--- config.mk ---
export PLATFORM = sky130hd
export DESIGN_NAME = vga_monitor
export DESIGN_NICKNAME = d
export VERILOG_FILES = /design/src/rtl/vga_monitor.sv
export SDC_FILE = /design/constraint.sdc
export NUM_CORES = 1
export LEC_CHECK = 0
export CAP_MARGIN = 20
export CORE_ASPECT_RATIO = 0.75
export CORE_UTILIZATION = 56
export DETAILED_ROUTE_END_ITERATION = 6
export PLACE_DENSITY = 0.86
export SYNTH_ARGS = -nofsm -noshare
export SYNTH_HDL_FRONTEND = slang
export SYNTH_SLANG_ARGS = --single-unit
export TNS_END_PERCENT = 30
--- constraint.sdc ---
create_clock -name pll -period 5.3 [get_ports pll]
set_input_delay 1.59 -clock pll [delete_from_list [all_inputs] [get_ports pll]]
set_output_delay 1.59 -clock pll [all_outputs]
set_load 0.02 [all_outputs]
--- src/rtl/vga_monitor.sv ---
// vga_monitor: locks to a 640x480 VGA hsync/vsync/color stream, rebuilds pixel coordinates and flags sync/blanking errors.
// Optional feature macro VGA_MON_CHECKSUM_EN: enables the per-frame visible-color checksum on frame_sum (tied to 0 otherwise).
module vga_monitor #(
    parameter int H_VISIBLE    = 640,
    parameter int H_SYNC_START = 656,
    parameter int H_SYNC_END   = 752,
    parameter int H_TOTAL      = 800,
    parameter int V_VISIBLE    = 480,
    parameter int V_SYNC_START = 490,
    parameter int V_SYNC_END   = 492,
    parameter int V_TOTAL      = 525,
    parameter int ERR_W        = 16
) (
    input  logic             pll,
    input  logic             nrst,
    input  logic             hsync,
    input  logic             vsync,
    input  logic [2:0]       color,
    output logic [9:0]       x_pos,
    output logic [9:0]       y_pos,
    output logic [2:0]       pix_color,
    output logic             pixel_valid,
    output logic             locked,
    output logic             frame_done,
    output logic             sync_err,
    output logic             blank_err,
    output logic [ERR_W-1:0] err_count,
    output logic [15:0]      frame_sum
);

    typedef enum logic [1:0] {
        SEARCH = 2'd0,
        H_LOCK = 2'd1,
        LOCKED = 2'd2
    } state_t;

    localparam logic [9:0] H_VIS  = 10'(H_VISIBLE);
    localparam logic [9:0] H_SS   = 10'(H_SYNC_START);
    localparam logic [9:0] H_SE   = 10'(H_SYNC_END);
    localparam logic [9:0] H_LAST = 10'(H_TOTAL - 1);
    localparam logic [9:0] V_VIS  = 10'(V_VISIBLE);
    localparam logic [9:0] V_SS   = 10'(V_SYNC_START);
    localparam logic [9:0] V_SE   = 10'(V_SYNC_END);
    localparam logic [9:0] V_LAST = 10'(V_TOTAL - 1);

    logic       hs_p0, vs_p0, hs_prev_p0, vs_prev_p0;
    logic [2:0] color_p0;
    state_t     state, state_nxt;
    logic [9:0] x_inc, y_inc, x_nxt, y_nxt;
    logic       hs_exp, vs_exp, in_blank;
    logic       se_nxt, be_nxt, fd_nxt, pv_nxt;
    logic [ERR_W:0] err_sum;

    // Stage 0: raw inputs, plus the previous sample for edge detection
    always_ff @(posedge pll or negedge nrst) begin
        if (!nrst) begin
            hs_p0      <= 1'b0;
            vs_p0      <= 1'b0;
            hs_prev_p0 <= 1'b0;
            vs_prev_p0 <= 1'b0;
            color_p0   <= 3'd0;
        end else begin
            hs_prev_p0 <= hs_p0;
            vs_prev_p0 <= vs_p0;
            hs_p0      <= hsync;
            vs_p0      <= vsync;
            color_p0   <= color;
        end
    end

    always_ff @(posedge pll or negedge nrst) begin
        if (!nrst) state <= SEARCH;
        else       state <= state_nxt;
    end

    always_comb begin
        x_inc     = (x_pos == H_LAST) ? 10'd0 : x_pos + 10'd1;
        y_inc     = (x_inc != 10'd0) ? y_pos : ((y_pos == V_LAST) ? 10'd0 : y_pos + 10'd1);
        hs_exp    = (x_inc >= H_SS) && (x_inc < H_SE);
        vs_exp    = (y_inc >= V_SS) && (y_inc < V_SE);
        in_blank  = (x_inc >= H_VIS) || (y_inc >= V_VIS);
        state_nxt = state;
        x_nxt     = 10'd0;
        y_nxt     = 10'd0;
        se_nxt    = 1'b0;
        be_nxt    = 1'b0;
        fd_nxt    = 1'b0;
        case (state)
            SEARCH: begin
                if (hs_p0 && !hs_prev_p0) begin
                    state_nxt = H_LOCK;
                    x_nxt     = H_SS;
                end
            end
            H_LOCK: begin
                // A broken hsync cadence before vertical lock just restarts the search silently
                if (hs_p0 != hs_exp) begin
                    state_nxt = SEARCH;
                end else begin
                    x_nxt = x_inc;
                    if (vs_p0 && !vs_prev_p0 && (x_inc == 10'd0)) begin
                        state_nxt = LOCKED;
                        y_nxt     = V_SS;
                    end
                end
            end
            LOCKED: begin
                be_nxt = (color_p0 != 3'd0) && in_blank;
                if ((hs_p0 != hs_exp) || (vs_p0 != vs_exp)) begin
                    se_nxt    = 1'b1;
                    state_nxt = SEARCH;
                end else begin
                    x_nxt  = x_inc;
                    y_nxt  = y_inc;
                    fd_nxt = (x_inc == H_LAST) && (y_inc == V_LAST);
                end
            end
            default: state_nxt = SEARCH;
        endcase
        pv_nxt = (state_nxt == LOCKED) && (x_nxt < H_VIS) && (y_nxt < V_VIS);
    end

    // Stage 1: per-sample results, aligned with pix_color
    always_ff @(posedge pll or negedge nrst) begin
        if (!nrst) begin
            x_pos       <= 10'd0;
            y_pos       <= 10'd0;
            pix_color   <= 3'd0;
            pixel_valid <= 1'b0;
            frame_done  <= 1'b0;
            sync_err    <= 1'b0;
            blank_err   <= 1'b0;
        end else begin
            x_pos       <= x_nxt;
            y_pos       <= y_nxt;
            pix_color   <= color_p0;
            pixel_valid <= pv_nxt;
            frame_done  <= fd_nxt;
            sync_err    <= se_nxt;
            blank_err   <= be_nxt;
        end
    end

    assign locked = (state == LOCKED);

    // Stage 2: saturating error counter trails the pulses by one edge
    always_comb begin
        err_sum = {1'b0, err_count} + {{ERR_W{1'b0}}, sync_err} + {{ERR_W{1'b0}}, blank_err};
    end

    always_ff @(posedge pll or negedge nrst) begin
        if (!nrst)             err_count <= '0;
        else if (err_sum[ERR_W]) err_count <= '1;
        else                   err_count <= err_sum[ERR_W-1:0];
    end

`ifdef VGA_MON_CHECKSUM_EN
    logic [15:0] acc, acc_sum;

    always_comb begin
        acc_sum = acc + (pv_nxt ? {13'd0, color_p0} : 16'd0);
    end

    always_ff @(posedge pll or negedge nrst) begin
        if (!nrst) begin
            acc       <= 16'd0;
            frame_sum <= 16'd0;
        end else if (state_nxt != LOCKED) begin
            acc <= 16'd0;
        end else if (fd_nxt) begin
            frame_sum <= acc_sum;
            acc       <= 16'd0;
        end else begin
            acc <= acc_sum;
        end
    end
`else
    assign frame_sum = 16'h0000;
`endif

endmodule
==> results of run 1 <==
[Yosys cell counts, types with 3 or more instances]
| master | instances |
|---|---|
| dfrtp_1 | 52 |
| nand2_1 | 35 |
| ha_1 | 10 |
| o211ai_1 | 3 |
| nor3_1 | 15 |
| xor2_1 | 6 |
| nand2b_1 | 6 |
| nand3_1 | 11 |
| or3_1 | 3 |
| nor4_1 | 7 |
| buf_4 | 18 |
| o31ai_1 | 4 |
| a21oi_1 | 17 |
| o21ai_0 | 20 |
| and3_1 | 16 |
| clkbuf_1 | 9 |
| a21boi_0 | 3 |
| nor2_1 | 23 |
| nand4_1 | 8 |
| buf_2 | 5 |
| a31oi_1 | 8 |
| inv_1 | 14 |
| and2_1 | 4 |
| xnor2_1 | 15 |
[power by group through the flow]
stage | clock, mW | sequential [mW] | combinational (mW)
final | 0.279 | 0.441 | 0.147
after detailed placement | 0 | 0.448 | 0.146
after CTS | 0.285 | 0.440 | 0.147
after floorplan | 0 | 0.445 | 0.106
after global placement | 0 | 0.446 | 0.142
after global routing | 0.303 | 0.445 | 0.163
[flip-flops by register name, indices dropped and copies added (netlist names), 2 cells and up]
| name | count |
|---|---|
| err_count | 16 |
| color_p0 | 3 |
| state | 2 |
| x_pos | 10 |
| pix_color | 3 |
| y_pos | 10 |
[placed cells by master, fill, tap and decap left out, drive strengths merged, types with 7 or more instances in the layout]
cell,netlist,final
dfrtp,52,52
clkdlybuf4s50,0,49
nand2,36,36
nor2,24,24
o21ai,21,21
a21oi,19,19
and3,16,16
conb,1,16
nor3,15,15
xnor2,15,15
inv,14,15
nand3,12,12
ha,10,10
nand4,9,9
a31oi,8,8
nor4,7,7
[logic make-up (layout without fill, tap and decap cells)]
family,Yosys count,in the layout
simple gates,148,148
compound gates,82,82
flops,52,52
buf+inv,48,73
xor+xnor,21,21
fa+ha+maj,11,11
mux,6,6
other cells,1,16
[critical path: stages, from the launching register on]
cell       delay [ns]
dfrtp_1          0.49
ha_1             0.46
nand4_1          0.31
o21ai_0          0.26
o311ai_1         0.23
a2111oi_4        0.67
mux2i_1          0.39
o211ai_2         0.16
nor2_4           0.21
mux2_4           0.35
o221a_1          0.24
nor4b_4          0.14
[per-layer routing]
| layer | track usage (%) | vias to the layer above |
|---|---|---|
| li1 | - | 1371 |
| met1 | 38.7 | 1406 |
| met2 | 38.5 | 163 |
| met3 | 5.15 | 16 |
| met4 | 5.90 | 0 |
| met5 | 0 | - |
[per-stage QoR]
stage	instances	cell area, um^2
after floorplan	384	3440
after global placement	478	3820
after CTS	487	3960
after global routing	487	3960
final	487	3960
after detailed placement	479	3840
[how the worst max path moves through the flow]
stage / slack [ns] / start / endpoint
2_1_floorplan: 2.03 / x_pos[0] / pixel_valid
3_3_place_gp: 1.61 / x_pos[0] / pixel_valid
3_5_place_dp: 1.38 / x_pos[0] / pixel_valid
4_1_cts: 1.35 / x_pos[0] / pixel_valid
5_1_grt: 0.89 / x_pos[0] / pixel_valid
6_report: 1.27 / x_pos[0] / pixel_valid
[final cells by class]
type,instances,area (um^2)
clock inverter,2,38.8
tap,78,97.6
fill,466,1870
multi-input combinational,284,1880
sequential,52,1300
clock buffer,6,72.6
timing repair buffer,51,515
inverter,14,52.6
==> run metrics, run 1 <==
outcome completed; # H-tree levels 2; final core utilization 67.9%; Vias/cell 6.07; sequential power share 50.9%; pwr/cell area 219 nW/um^2; Setup TNS 0 ns; Final Cycle Share 76.0%; pre-CTS setup slack 1.38 ns; WL met3 734 um; DR vias 2956; Final Max Tran Viols 0; Post-Syn Instances 369; post-CTS resize count 0; 1st-iter DRT viols 232; RSZ-0062 raised after global routing no; setup ws final 1.27 ns; combinational share of power 16.9%; first-pass GRT wire length 13200 um; Max-cap violations 0; reg-to-reg slack, setup 1.27 ns; die width 91.8 um; Synth cell types 67; Post-Syn Area 3380 um^2; DP HPWL 5590 um; minimum clock period 4.03 ns; Clock Tree Root clkbuf_8; Max-Slew Margin vs Limit 27.2%; WHS 0.384 ns; Tot Pwr 0.867 mW; Leak 1.62 nW; CTS sink count 52; final RePlAce weighted congestion 0.975; clk_skew 0.00840 ns; syn avg cell area 9.17 um^2; Post-synth EDFFs 0; WHS Path Cells 0; Startpoint Class flip-flop; die area 6360 um^2; mux cell area share after synthesis 2.40%; r2r endpoint pixel_valid; adder and majority gate portion of the synthesized area 4.29%; Post-CTS Setup Bufs 0; worst skew pair latency 0.31 ns; DR WL met2 3390 um; Residual DRC 0; cts hold-fix bufs 0; n_diodes 0; DR top layer met4; DRT Pass-1 Iters 5; TritonCTS Buffers 5; HP Start color_p0[1]; crit path DAT 4.22 ns; detailed-route wire length 7640 um; initial antenna violation count 0; top_reg_cell synth dfrtp_1; share of layout cells above drive strength 1 7.33%; Routed Antenna Nets 0; net switching power 0.255 mW; main combinational cell family by area after synthesis simple AND/OR/NAND/NOR gates; Area Growth Syn to Fin 16.9%; Synth async-reset ratio 100%; endpoints failing setup 0; TritonCTS clock tree done; Clock Pin Slew Worst Setup and Hold Paths 0.10 ns; NumNets Final 426; Ys Warns 0; largest cells by area after synthesis dfrtp_1 38%, buf_4 4.0%, nand2_1 3.9%, xnor2_1 3.9%, ha_1 3.7%; Core Area 5830 um^2; worst endpoint required time 5.49 ns; global route total overflow 0; Worst Path Max Fanout 12; Seq/Total Area, Yosys 38.5%; reg-to-reg startpoint x_pos[0]; Yosys reg bits 52; Starting Density 58.1%; DR WL/cell 15.7 um; Max VDD drop 159 uV; Met1 Wirelength 3420 um; achievable clock frequency 248 MHz; Yosys top cell area share 38.5%; largest net degree at the start of global routing 33; clock group share of total power 32.2%; Synth Area in XOR/XNOR 5.44%; Hold Crit Class flip-flop to flip-flop; CP Capture Type flip-flop; vias in the first global route 2751; GRT Total Usage 25.8%; Hold Vio Cnt, Final 0; worst hold endpoint pix_color[1]; Simple-Gate Fraction of Synth Area 24.4%; Internal 0.612 mW; Clock Path Buffers 2; Sw Ratio 29.4%; Ports 67; Site Rows 24; Synth Area in Compound Gates 17.2%; reg2reg path depth 11; Die Span Y 69.3 um; post-synth top area cell dfrtp_1; Worst-Margin Slew 1.08 ns; critical setup path kind flip-flop to flip-flop; Port Buffers 50
No activity file was read; power rests on OpenSTA's default activity.
==> inputs of run 2 (changes only) <==
--- a/config.mk
+++ b/config.mk
@@ -7,9 +7,9 @@
 export LEC_CHECK = 0
 export CAP_MARGIN = 20
 export CORE_ASPECT_RATIO = 0.75
-export CORE_UTILIZATION = 56
+export CORE_UTILIZATION = 52
 export DETAILED_ROUTE_END_ITERATION = 6
-export PLACE_DENSITY = 0.86
+export PLACE_DENSITY = 0.8
 export SYNTH_ARGS = -nofsm -noshare
 export SYNTH_HDL_FRONTEND = slang
 export SYNTH_SLANG_ARGS = --single-unit
==> constraint.sdc (replaced) <==
create_clock -name pll -period 4.2 [get_ports pll]
set_input_delay 1.26 -clock pll [delete_from_list [all_inputs] [get_ports pll]]
set_output_delay 1.26 -clock pll [all_outputs]
set_load 0.02 [all_outputs]
==> run metrics, run 2 (synthesized netlist as in run 1, its figures left out) <==
combinational share of power 17.9% (+1.0 points); Leak 1.62 nW (-0.24%); fillers 542 (+16%); share of layout cells above drive strength 1 8.01% (+0.67 points); RSZ-0062 raised after global routing no; 1st-iter DRT viols 171 (-26%); critical setup path kind flip-flop to flip-flop; pwr/cell area 262 nW/um^2 (+20%); met1 GRT Util 36.7% (-2.0 points); Max-Slew Margin vs Limit 54.9% (+28 points); Largest Register err_count; Hold Vio Cnt, Final 0 (unchanged); Vias/cell 5.89 (-3.0%); Setup TNS 0 ns (unchanged); Starting Density 53.8% (-4.3 points); Clock Pin Slew Worst Setup and Hold Paths 0.10 ns (about the same); worst skew pair latency 0.31 ns (about the same); TritonCTS clock tree done; # H-tree levels 2 (unchanged); Multi-input gate area 1880 um^2 (unchanged); Clock Path Buffers 2 (unchanged); post-CTS resize count 0 (unchanged); GRT Total Usage 23.8% (-1.9 points); Port Buffers 50 (unchanged); Site Rows 25 (+4.2%); Hold Crit Class flip-flop to flip-flop; net switching power 0.326 mW (+28%); worst endpoint required time 4.42 ns (-1.07 ns); commonest cells after routing, fill and taps aside 52 x dfrtp_1, 49 x clkdlybuf4s50_1, 35 x nand2_1; met3 usage 4.88% (-0.27 points); max FFs per register 16 (unchanged); Final Cycle Share 92.5% (+17 points); CTS sink count 52 (unchanged); Post-CTS Setup Bufs 0 (unchanged); die width 95.1 um (+3.7%); largest net degree at the start of global routing 32 (-3.0%); achievable clock frequency 257 MHz (+3.6%); vias in the first global route 2557 (-7.1%); Worst Path Max Fanout 12 (unchanged); outcome completed; Residual DRC 0 (unchanged); DRT Pass-1 Iters 5 (unchanged); DR WL/cell 15.9 um (+1.1%); Area Growth Syn to Fin 16.6%; Worst-Margin Slew 0.667 ns (-0.418 ns); grt peak-use layer met1; Clock Tree Root clkbuf_8; die area 6840 um^2 (+7.5%); register area 1300 um^2 (unchanged); Routed Antenna Nets 0 (unchanged); Internal 0.710 mW (+16%); global route total overflow 0 (unchanged); Largest regs err_count (16), x_pos (10), y_pos (10); n_diodes 0 (unchanged); initial antenna violation count 0 (unchanged); sequential power share 53.7% (+2.8 points); clk_skew 0.00622 ns (-0.00219 ns); Sw Ratio 31.5% (+2.1 points); detailed-route wire length 7820 um (+2.4%); Core Area 6290 um^2 (+7.9%); Tot Pwr 1.04 mW (+19%); first-pass GRT wire length 12700 um (-4.3%); endpoints failing setup 0 (unchanged); Die Span Y 71.9 um (+3.7%); Ports 67 (unchanged); Max-cap violations 0 (unchanged); crit path DAT 4.11 ns (-0.11 ns); final RePlAce weighted congestion 0.993 (+1.9%); Startpoint Class flip-flop; DP HPWL 5700 um (+2.0%); Max VDD drop 251 uV (+57%); minimum clock period 3.89 ns (-0.139 ns); DR vias 2903 (-1.8%); Final Max Tran Viols 0 (unchanged); NumNets Final 429 (+0.70%); CP Capture Type flip-flop; TritonCTS Buffers 5 (unchanged); clock group share of total power 28.4% (-3.8 points); routing usage on met2 33.8% (-4.7 points); cts hold-fix bufs 0 (unchanged); commonest non-fill, non-tap cell in the layout dfrtp_1
run 2: cell count changes in the layout (fill, tap and decap cells not counted):
| cell | change |
|---|---|
| buf_4 | +4 |
| bufinv_16 | -1 |
| inv_6 | -1 |
| clkinv_4 | +1 |
| clkinvlp_4 | +1 |
| buf_12 | -1 |
run 2: metal layers:
metal / share of wire (%) / up-vias
li1: - / 1383
met1: 48 / 1367
met4: 1.5 / 0
met3: 7.1 / 21
met5: 0 / -
met2: 43 / 132
run 2: power groups by stage:
stage               clock network [mW]  logic (mW)  registers (mW)
detailed placement                   0       0.185           0.565
finish                           0.294       0.186           0.556
global placement                     0       0.181           0.563
CTS                              0.297       0.186           0.555
floorplan                            0       0.134           0.562
global route                     0.319       0.202           0.560
run 2: worst paths after layout:
path	start	slack [ns]	to	depth (start not counted)
max	x_pos[1]	0.31	pixel_valid	11
min	color_p0[0]	0.38	pix_color[0]	0
max reg2reg	x_pos[1]	0.31	pixel_valid	11
min reg2reg	color_p0[0]	0.38	pix_color[0]	0
max in group asynchronous	nrst	2.47	y_pos[1]	2
min in group asynchronous	nrst	0.98	err_count[0]	1
run 2: critical path, stage by stage (launching register included):
cell and delay (ns):
dfrtp_1 0.48, ha_1 0.46, nand4_1 0.29, o21ai_0 0.24, o311ai_1 0.23, a2111o_1 0.63, o21ai_1 0.27, a21boi_0 0.46
nand2b_1 0.11, o21ai_0 0.18, o21ai_0 0.20, nor4b_4 0.25
run 2: through the flow:
| step | utilization (%) | cells | worst slack, ns | hold slack [ns] | instance area [um^2] |
|---|---|---|---|---|---|
| 2_1_floorplan | - | 384 | 0.933 | 0.354 | 3440 |
| 3_3_place_gp | 61.4 | 485 | 0.648 | 0.359 | 3860 |
| 3_5_place_dp | 61.4 | 485 | 0.460 | 0.362 | 3860 |
| 4_1_cts | 62.8 | 493 | 0.421 | 0.384 | 3950 |
| 5_1_grt | 62.8 | 493 | 0.0936 | 0.395 | 3950 |
| 6_report | 62.8 | 493 | 0.313 | 0.384 | 3950 |
run 2: final cells by class:
cell class | count | share of cell area, %
inverter | 14 | 1.33
multi-input combinational | 284 | 47.6
tap | 81 | 2.57
clock inverter | 2 | 0.412
sequential | 52 | 33.0
timing repair buffer | 54 | 13.3
clock buffer | 6 | 1.84
